===== src/rtl/soc_bram_arb_if.sv =====
// Request/response channel between a BRAM master and its slave.
// The arbiter uses two slave views (m0, m1) and one master view (s).
interface soc_bram_arb_if #(
    parameter int addr_width = 8
);
    logic [addr_width-1:0] addr;
    logic [31:0]           dwrite;
    logic                  rw;
    logic                  valid;
    logic [31:0]           dread;
    logic                  done;

    modport master (output addr, dwrite, rw, valid, input  dread, done);
    modport slave  (input  addr, dwrite, rw, valid, output dread, done);
endinterface


===== src/rtl/soc_bram_arb.sv =====
// Two-master arbiter/sequencer in front of the byte-addressable BRAM controller.
// Define SOC_BRAM_ARB_RR_EN for round-robin arbitration; otherwise m0 has fixed priority.
module soc_bram_arb #(
    parameter int addr_width = 8
) (
    input  logic                clk,
    input  logic                rstn,
    soc_bram_arb_if.slave       m0,
    soc_bram_arb_if.slave       m1,
    soc_bram_arb_if.master      s,
    output logic [1:0]          grant,
    output logic                busy
);

    typedef enum logic [1:0] {DRAIN, IDLE, ISSUE, WAIT} state_t;

    state_t     state;
    logic [1:0] drain_cnt;
    logic       pick_m1;
    logic       done_ok;

`ifdef SOC_BRAM_ARB_RR_EN
    logic rr_m1;
    assign pick_m1 = m1.valid & (~m0.valid | rr_m1);
`else
    assign pick_m1 = ~m0.valid;
`endif

    always_ff @(posedge clk) begin
        if (!rstn) begin
            state     <= DRAIN;
            drain_cnt <= 2'd3;
            grant     <= '0;
            s.valid   <= 1'b0;
            s.addr    <= '0;
            s.dwrite  <= '0;
            s.rw      <= 1'b0;
`ifdef SOC_BRAM_ARB_RR_EN
            rr_m1     <= 1'b0;
`endif
        end else begin
            s.valid <= 1'b0;
            case (state)
                // The controller has no reset: swallow any done still in flight.
                DRAIN: begin
                    if (drain_cnt == '0) state <= IDLE;
                    else                 drain_cnt <= drain_cnt - 2'd1;
                end
                IDLE: begin
                    if (m0.valid | m1.valid) begin
                        state   <= ISSUE;
                        s.valid <= 1'b1;
                        if (pick_m1) begin
                            grant    <= 2'b10;
                            s.addr   <= m1.addr;
                            s.dwrite <= m1.dwrite;
                            s.rw     <= m1.rw;
                        end else begin
                            grant    <= 2'b01;
                            s.addr   <= m0.addr;
                            s.dwrite <= m0.dwrite;
                            s.rw     <= m0.rw;
                        end
                    end
                end
                ISSUE: state <= WAIT;
                WAIT: begin
                    if (s.done) begin
                        state <= IDLE;
                        grant <= '0;
`ifdef SOC_BRAM_ARB_RR_EN
                        rr_m1 <= grant[0];
`endif
                    end
                end
                default: state <= DRAIN;
            endcase
        end
    end

    assign busy     = (state != IDLE);
    assign done_ok  = (state == WAIT) & s.done;
    assign m0.done  = done_ok & grant[0];
    assign m1.done  = done_ok & grant[1];
    assign m0.dread = s.dread;
    assign m1.dread = s.dread;

endmodule

===== src/flat_wrapper.sv =====
// flat-port wrapper written by rule: the top's interface ports become plain ports
module soc_bram_arb_flat 
#(
    parameter int addr_width = 8
)
  (clk, rstn, grant, busy, m0_addr, m0_dwrite, m0_rw, m0_valid, m0_dread, m0_done, m1_addr, m1_dwrite, m1_rw, m1_valid, m1_dread, m1_done, s_addr, s_dwrite, s_rw, s_valid, s_dread, s_done);
  soc_bram_arb_if #(.addr_width(addr_width)) m0_i ();
  soc_bram_arb_if #(.addr_width(addr_width)) m1_i ();
  soc_bram_arb_if #(.addr_width(addr_width)) s_i ();
  input  logic clk;
  input  logic rstn;
  output logic [1:0] grant;
  output logic busy;
  input wire logic [$bits(m0_i.addr)-1:0] m0_addr;
  input wire logic [$bits(m0_i.dwrite)-1:0] m0_dwrite;
  input wire logic [$bits(m0_i.rw)-1:0] m0_rw;
  input wire logic [$bits(m0_i.valid)-1:0] m0_valid;
  output wire logic [$bits(m0_i.dread)-1:0] m0_dread;
  output wire logic [$bits(m0_i.done)-1:0] m0_done;
  input wire logic [$bits(m1_i.addr)-1:0] m1_addr;
  input wire logic [$bits(m1_i.dwrite)-1:0] m1_dwrite;
  input wire logic [$bits(m1_i.rw)-1:0] m1_rw;
  input wire logic [$bits(m1_i.valid)-1:0] m1_valid;
  output wire logic [$bits(m1_i.dread)-1:0] m1_dread;
  output wire logic [$bits(m1_i.done)-1:0] m1_done;
  output wire logic [$bits(s_i.addr)-1:0] s_addr;
  output wire logic [$bits(s_i.dwrite)-1:0] s_dwrite;
  output wire logic [$bits(s_i.rw)-1:0] s_rw;
  output wire logic [$bits(s_i.valid)-1:0] s_valid;
  input wire logic [$bits(s_i.dread)-1:0] s_dread;
  input wire logic [$bits(s_i.done)-1:0] s_done;
  assign m0_i.addr = m0_addr;
  assign m0_i.dwrite = m0_dwrite;
  assign m0_i.rw = m0_rw;
  assign m0_i.valid = m0_valid;
  assign m0_dread = m0_i.dread;
  assign m0_done = m0_i.done;
  assign m1_i.addr = m1_addr;
  assign m1_i.dwrite = m1_dwrite;
  assign m1_i.rw = m1_rw;
  assign m1_i.valid = m1_valid;
  assign m1_dread = m1_i.dread;
  assign m1_done = m1_i.done;
  assign s_addr = s_i.addr;
  assign s_dwrite = s_i.dwrite;
  assign s_rw = s_i.rw;
  assign s_valid = s_i.valid;
  assign s_i.dread = s_dread;
  assign s_i.done = s_done;
  soc_bram_arb #(.addr_width(addr_width)) u_core (.clk(clk), .rstn(rstn), .m0(m0_i), .m1(m1_i), .s(s_i), .grant(grant), .busy(busy));
endmodule

===== config.mk =====
export PLATFORM = sky130hd
export DESIGN_NAME = soc_bram_arb_flat
export DESIGN_NICKNAME = d
export VERILOG_FILES = /design/src/rtl/soc_bram_arb_if.sv /design/src/rtl/soc_bram_arb.sv /design/src/flat_wrapper.sv
export SDC_FILE = /design/constraint.sdc
export NUM_CORES = 1
export LEC_CHECK = 0
export CORE_ASPECT_RATIO = 2
export CORE_UTILIZATION = 33
export DETAILED_ROUTE_END_ITERATION = 10
export GPL_TIMING_DRIVEN = 0
export PLACE_DENSITY_LB_ADDON = 0.05
export REMOVE_ABC_BUFFERS = 1
export SYNTH_ARGS = -nofsm -noshare
export SYNTH_HDL_FRONTEND = slang
export SYNTH_SLANG_ARGS = --single-unit

===== constraint.sdc =====
create_clock -name clk -period 1.9 [get_ports clk]
set_input_delay 0.38 -clock clk [delete_from_list [all_inputs] [get_ports clk]]
set_output_delay 0.38 -clock clk [all_outputs]
set_load 0.02 [all_outputs]

## After elaboration in Yosys (flattened, before gate mapping)

Cells that the tools add are included.

- $add $sub $neg: 1
- Multipliers: 0
- Divide/modulo/power cells: 0
- $lt $le $gt $ge: 0
- Equal/unequal tests: 7
- Shift-type cells: 0
- Muxes and demuxes: 12
- Bitwise logic cells: 5
- Reduce and logical (&&, ||, !) cells: 8

Operators by type and width:

| operator | number |
|---|---|
| 32-bit two-way mux | 1 |
| 2-bit two-way mux | 6 |
| 8-bit two-way mux | 1 |
| 2-bit one-hot mux with 4 select lines | 1 |
| 2-bit by 1-bit inequality test with 1-bit output (second input constant) | 3 |
| 2-bit AND reduction | 3 |
| 3-bit AND reduction | 2 |
| 2-bit == test (second input constant) | 2 |
| 2-bit zero test | 2 |
| 2-bit one-hot mux with 2 select lines | 1 |
| 1-bit bitwise AND | 3 |
| 2-bit by 1-bit == test with 1-bit output (second input constant) | 1 |
| 1-bit two-way mux | 2 |
| 2-bit inequality test (second input constant) | 1 |
| 2-bit nonzero test | 1 |
| 2-bit by 1-bit subtractor with 2-bit output (second input constant) | 1 |
| 1-bit inverter | 1 |
| 1-bit OR | 1 |

- Register bits: 48
- Latch bits: 0
- RAM bits: 0
- Bits in read-only memories: 0
- Input port bits: 119
- Logic and storage cells: 40
- Memories kept: 0

## Longest topological paths before layout

- Depth in word-level cells: 3
- Depth in mapped cells: 7
- Gate-level depth less buffers: 5

## Worst setup path after synthesis

OpenSTA, ideal clock, no wires.

- Kind: register to register
- From: reg u_core.state[1]
- To: reg u_core.s.dwrite[30]
- Arrival: 1181 ps
- Data required time: 1784 ps
- Path slack: 603 ps
- Cell stages (with the launch flop): 7
- Buffers on the path: 2
- Period minus slack after synthesis: 1297 ps
- Path through: dfxtp_1 > inv_1 > ha_1 > o21a_1 > buf_6 > buf_6 > o211a_1

- Longest elaborated chain between the ends: 2

Ends and longest elaborated chain:

| item | line | RTL |
|---|---|---|
| start, declared | soc_bram_arb.sv:17 | `state_t state;` |
| start signal, assigned | soc_bram_arb.sv:31 | `state <= DRAIN;` |
| start signal, assigned | soc_bram_arb.sv:46 | `if (drain_cnt == '0) state <= IDLE;` |
| start signal, assigned | soc_bram_arb.sv:51 | `state <= ISSUE;` |
| 2-bit by 1-bit == test with 1-bit output | soc_bram_arb.sv:43 | `case (state)` |
| 2-bit AND reduction (no source line) | -- |  |
| end, declared | soc_bram_arb_if.sv:13 | `modport master (output addr, dwrite, rw, valid, input dread, done);` |

No other way between the ends.
A chain may end at the register's enable or synchronous reset.

## Final worst setup path

- From: in s_done
- To: out m1_done

- Longest elaborated chain between the ends: 2

Ends and longest elaborated chain:

| item | line | RTL |
|---|---|---|
| start, declared | flat_wrapper.sv:31 | `input wire logic [$bits(s_i.done)-1:0] s_done;` |
| 1-bit bitwise AND | soc_bram_arb.sv:82 | `assign done_ok = (state == WAIT) & s.done;` |
| 1-bit bitwise AND | soc_bram_arb.sv:84 | `assign m1.done = done_ok & grant[1];` |
| end, declared | flat_wrapper.sv:25 | `output wire logic [$bits(m1_i.done)-1:0] m1_done;` |

No other way between the ends.

==> reports/qor.csv <==
stage;metric;value;unit
logic_synthesis;mapped cell area;2836;um^2
clocking;CTS tree;done;
pwr;Clk pwr share;22.0;%
clocking;Clock Pin Slew Worst Setup and Hold Paths;60;ps
floorplan;Ports;230;
pwr;Int Power;2.719;mW
worst_setup_path;Max Fanout on Critical Path;4;
worst_setup_path;worst setup path startpoint;s_done;
drt;1st-iter DRT viols;103;
pwr;pwr dens;1062;nW/um^2
logic_synthesis;Synth Flop Type;dfxtp_1;
clocking;clock sink total;48;
logic_synthesis;cell count after synthesis;294;
sta;headroom to the max-slew limit;64.63;%
sta;RSZ-0062 raised after global routing;false;
logic_synthesis;Distinct cells, synth;20;
sta;Final Cycle Share;93.98;%
floorplan;Starting Density;34.21;%
clocking;Post-CTS Setup Inserts;0;
finish;area grow syn2layout;36.04;%
logic_synthesis;#FFs+latches synth;48;
run;Max-Cap Viols;0;
clocking;H-tree depth;2;
pwr;Flop pwr share;35.3;%
worst_setup_path;Worst R2R Start;u_core.state[1]$_SDFFE_PN0P_;
worst_setup_path;max incr delay on CP;530;ps
logic_synthesis;area share of the largest cell type after synthesis;33.88;%
logic_synthesis;count leader, synth;buf_4;
clocking;clk root buf;clkbuf_16;
clocking;Max Buffers Root-to-Sink;2;
sta;Slew Limit Fails;0;
sta;worst-margin pin slew;530.6;ps
pwr;Comb pwr share;42.7;%
finish;fill count;826;
finish;Layout Nets;478;
hold_path;Hold Crit Class;reg2reg;
finish;Design Area, Final;3859;um^2
logic_synthesis;dominant cells by area after synthesis;dfxtp_1 (34%), buf_4 (17%), mux2i_1 (16%), o211a_1 (14%), nand2_1 (6.6%);
logic_synthesis;Post-synth ARST share;0;%
floorplan;die width;67.56;um
logic_synthesis;yosys warns;0;
drt;DR vias/cell;4.989;
worst_setup_path;startpoint types;primary input;
floorplan;Die Span Y;133.1;um
logic_synthesis;top post-synthesis cells by count;buf_4 (65), nand2_1 (50), dfxtp_1 (48), mux2i_1 (46), o211a_1 (41);
place;IO Port Bufs;133;
grt;All-Layer GR Usage;22.79;%
drt;Detailed Route WL;10050;um
worst_setup_path;CP max stage cell;clkdlybuf4s50_1;
drt;DRC Markers;0;
drt;drt wl/cell;22.23;um
finish;fin util;46.54;%
place;Final HPWL DP;7739;um
drt;Post-DRT Antenna Nets;0;
pwr;Sw Pwr;1.379;mW
pwr;leakage power;1.990;nW
finish;share of cells above drive strength 1;3.955;%
floorplan;Rows;47;
floorplan;CORE AREA;8292;um^2
place;RePlAce Congestion;0.7395;
logic_synthesis;Avg Synthesized Cell Area;9.648;um^2
worst_setup_path;CP Class;in2out;
status;status;finished, final reports clean;
logic_synthesis;Post-synth EDFFs;0;
drt;detailed-route via count;2255;
place;placed instance area;3696;um^2
worst_setup_path;crit path cell chain;clkdlybuf4s50_1 > and3_1 > dlygate4sd2_1;
clocking;Worst-Skew Late Latency;290;ps
sta;final setup vio count;0;
sta;slack of the critical path;114.3;ps
worst_setup_path;CP Data Required Time;1520;ps
pwr;sw frac;33.64;%
clocking;clock buffer count from CTS;5;
grt;GR Overflow Total;0;
grt;vias in the first global route;2371;
sta;worst hold slack;469.4;ps
grt;largest net degree at the start of global routing;42;
worst_setup_path;Worst EP arrival;1410;ps
sta;Final min period;1786;ps
grt;initial antenna violation count;0;
finish;Antenna Diode Count;0;
logic_synthesis;area leader, netlist;dfxtp_1;
clocking;cts hold-fix bufs;0;
drt;Pre-Repair DR Iteration Count;4;
sta;Fin. Hold Viols;0;
sta;clock skew;4.108;ps
pwr;VDD IR max;0.5525;mV
worst_setup_path;Worst Setup End Kind;output pin;
place;worst slack at placement;-530.2;ps
sta;highest clock rate;560.0;MHz
floorplan;overall die area;8992;um^2
hold_path;Worst Hold Launch;u_core.grant[0]$_SDFFE_PN0P_;
grt;first-pass GRT wire length;14360;um
logic_synthesis;Seq/Total Area, Yosys;33.88;%
[power by group through the flow]
| stage | clock network (mW) | logic, mW | registers, mW |
|---|---|---|---|
| 3_5_place_dp | 0 | 1.73 | 1.46 |
| 3_3_place_gp | 0 | 1.75 | 1.45 |
| 6_report | 0.902 | 1.75 | 1.45 |
| 2_1_floorplan | 0 | 0.547 | 1.77 |
| 5_1_grt | 0.971 | 1.89 | 1.48 |
| 4_1_cts | 0.933 | 1.78 | 1.45 |
[routing by layer]
metal  up-vias  track usage [%]  share of wire (%)
met5         -            4.375                  0
met2       186            39.88                 51
met4         0            7.210                2.1
met1      1001            20.49                 31
li1       1059                -                  -
met3         9            13.70                 15
[what timing repair did]
| action | 4_1_cts | 5_1_grt |
|---|---|---|
| pin swaps | 1 | 0 |
| gates cloned | 1 | 0 |
| endpoints found under the setup margin | 44 | 4 |
| gates resized for setup | 5 | 2 |
[flip-flops by register name, indices dropped and copies added (netlist names)]
| signal | count |
|---|---|
| u_core.drain_cnt | 2 |
| u_core.grant | 2 |
| u_core.s.valid | 1 |
| u_core.s.dwrite | 32 |
| u_core.state | 2 |
| u_core.s.addr | 8 |
| u_core.s.rw | 1 |
[through the flow]
stage	instances	total power, mW	TNS [ps]
floorplan	210	2.317	-19440
global route	452	4.344	0
detailed placement	443	3.199	-20680
finish	452	4.098	0
global placement	441	3.198	-155610
CTS	452	4.158	0
[worst paths after layout]
kind | end | slack [ps] | depth (start not counted)
min | u_core.grant[0]$_SDFFE_PN0P_ | 470 | 2
max reg2reg | u_core.s.dwrite[19]$_SDFFE_PN0P_ | 310 | 5
min reg2reg | u_core.grant[0]$_SDFFE_PN0P_ | 470 | 2
max | m1_done | 110 | 3
[layout make-up]
| type | count | area, um^2 | share of cell area, % |
|---|---|---|---|
| repair buffers | 135 | 1361 | 35.28 |
| multi-input cells | 157 | 1244 | 32.23 |
| inverters | 6 | 22.52 | 0.5837 |
| flip-flops and latches | 48 | 962.2 | 24.94 |
| clock buffers | 8 | 146.4 | 3.794 |
| well taps | 98 | 122.6 | 3.178 |
[cells in the final DEF, fill, tap and decap left out, types with 2 or more instances in the layout]
cell type        count
nand2_1             50
dlygate4sd2_1        2
dfxtp_1             47
mux2i_1             46
ha_1                 6
clkbuf_1             2
inv_1                6
nor2_1               3
and3_1               2
clkbuf_16            5
buf_12               2
o211a_1             41
clkdlybuf4s50_1    128
o21a_4               2
[logic make-up after synthesis]
logic type	after synthesis	synth area share (%)
flops	48	33.88
compound gates	45	15.70
mux	46	16.23
fa+ha+maj	6	2.647
xor+xnor	1	0.3088
simple gates	58	8.161
buf+inv	90	23.07
[worst max-delay path, delay by kind of cell]
family / cells / cell delay [ps]
buf+inv: 2 / 860
simple gates: 1 / 170
Power figures use the tool's default switching activity.
==> RTL change: new RTL, same settings <==
`addr_width` is set to 8 in 3 places; all go to 9.
--- a/src/rtl/soc_bram_arb_if.sv
+++ b/src/rtl/soc_bram_arb_if.sv
@@ -1,7 +1,7 @@
 // Request/response channel between a BRAM master and its slave.
 // The arbiter uses two slave views (m0, m1) and one master view (s).
 interface soc_bram_arb_if #(
-    parameter int addr_width = 8
+    parameter int addr_width = 9
 );
     logic [addr_width-1:0] addr;
     logic [31:0]           dwrite;
--- a/src/rtl/soc_bram_arb.sv
+++ b/src/rtl/soc_bram_arb.sv
@@ -1,7 +1,7 @@
 // Two-master arbiter/sequencer in front of the byte-addressable BRAM controller.
 // Define SOC_BRAM_ARB_RR_EN for round-robin arbitration; otherwise m0 has fixed priority.
 module soc_bram_arb #(
-    parameter int addr_width = 8
+    parameter int addr_width = 9
 ) (
     input  logic                clk,
     input  logic                rstn,
--- a/src/flat_wrapper.sv
+++ b/src/flat_wrapper.sv
@@ -1,7 +1,7 @@
 // flat-port wrapper written by rule: the top's interface ports become plain ports
 module soc_bram_arb_flat 
 #(
-    parameter int addr_width = 8
+    parameter int addr_width = 9
 )
   (clk, rstn, grant, busy, m0_addr, m0_dwrite, m0_rw, m0_valid, m0_dread, m0_done, m1_addr, m1_dwrite, m1_rw, m1_valid, m1_dread, m1_done, s_addr, s_dwrite, s_rw, s_valid, s_dread, s_done);
   soc_bram_arb_if #(.addr_width(addr_width)) m0_i ();
Interface: changed (resized m0_addr, m1_addr and s_addr); port bits go from 230 to 233. No check against the original RTL was run, so the function may have changed too.
==> RTL change against the unedited design <==
Area after synthesis up 1.2%. Count of clock-buffer cells in the layout is 3 lower. Setup slack lost 3.3 ps. Wire length shrank 1.1%. Critical path depth grew 1. Sequential cell count is 1 higher. Power grew 7.2%. Design area is 3.0% higher.
==> RTL change: results (changes against the unedited design) <==
stage	metric	value	unit	change
synthesis	multiplexer share of the synthesized area	16.39	%	+0.16 points
cells_and_area	Finished Layout Cells	459		+1.5%
synthesis	XOR/XNOR Fraction of Synth Area	0.3051	%	-0.0036 points
synthesis	sequential-to-total area share from yosys stat	34.18	%	+0.30 points
cells_and_area	# clk buffers	5		-3
worst_setup_path	CP top delay family	buffers and inverters		
power_and_ir_drop	Worst VDD drop	680.0	µV	+23%
synthesis	post-synthesis compound-gate area fraction	15.87	%	+0.16 points
placed_design	HPWL after detailed placement	7.583	mm	-2.0%
global_route	grt met3 use	14.37	%	+0.67 points
global_route	first-pass GRT wire length	14.14	mm	-1.5%
cells_and_area	nets	487		+1.9%
cells_and_area	Non-clk bufs	138		+2.2%
outcome	outcome	completed		
drt	routed len/inst	21.64	µm	-2.6%
cells_and_area	fill count	819		-0.85%
placed_design	gpl congestion	0.7843		+6.1%
synthesis	number of synthesized register bits	49		+2.1%
cells_and_area	layout cells sized above 1	4.432	%	+0.48 points
timing	clock skew	4.501	ps	+0.3928 ps
cells_and_area	Largest regs	u_core.s.dwrite x32, u_core.s.addr x9		
global_route	GR Layer Usage met1	20.67	%	+0.18 points
synthesis	top post-synthesis cells by area	dfxtp_1, buf_4, mux2i_1, o211a_1, nand2_1		
worst_setup_path	slowest CP cell	dfxtp_1		
worst_setup_path	Worst R2R Setup Slack	330	ps	+20 ps
placed_design	placed cell count	450		+1.6%
timing	fmax	559.0	MHz	-0.19%
placed_design	Post-Place Cell Area	3770	µm²	+2.0%
placed_design	pre-CTS setup slack	-342.0	ps	+188.2 ps
cells_and_area	multi-input combinational area share	31.91	%	-0.33 points
cells_and_area	Multi-input gate area	1267	µm²	+1.9%
drt	1st-iter DRT viols	80		-22%
global_route	largest net degree at the start of global routing	43		+2.4%
synthesis	Adder-Cell Fraction of Synth Area	2.616	%	-0.031 points
worst_setup_path	Max stage delay on crit path	370	ps	-160 ps
cells_and_area	Multi-In Gates	160		+1.9%
global_route	vias in the first global route	2345		-1.1%
timing	Slew HR	50.25	%	-14 points
synthesis	most frequent cells after synthesis	buf_4, nand2_1, dfxtp_1		
worst_setup_path	Reg-to-Reg End	u_core.s.dwrite[11]		
min_path	HP Start	u_core.grant[1]		
cells_and_area	Final clock-cell share	4.787	%	+0.99 points
min_path	Worst Hold End	u_core.grant[1]		
==> RTL change: changes by cell type after synthesis <==
cell / change
nand2_1: +1
buf_4: -1
o211a_1: +1
buf_6: -1
buf_2: +1
dfxtp_1: +1
mux2i_1: +1
clkbuf_1: +1
==> RTL change: power breakdown <==
group,switching [µW],total (µW),internal (µW)
registers,154,1480,1320
clock network,389,1140,752
logic,861,1780,915
==> RTL change: worst max-delay path by stage <==
stage	cells after the start	endpoint	start
after floorplan	4	u_core.s.addr[0]	u_core.state[0]
after global placement	4	u_core.s.dwrite[5]	m0_valid
after detailed placement	4	u_core.s.dwrite[5]	m0_valid
after CTS	3	u_core.s.dwrite[29]	m0_valid
after global routing	4	busy	u_core.state[1]
final	4	busy	u_core.state[1]
==> RTL change: what timing repair did <==
item / CTS / global route
gates resized for setup: 4 / 1
pin swaps: 1 / 0
setup endpoints to repair: 21 / 1
cloned: 1 / 0
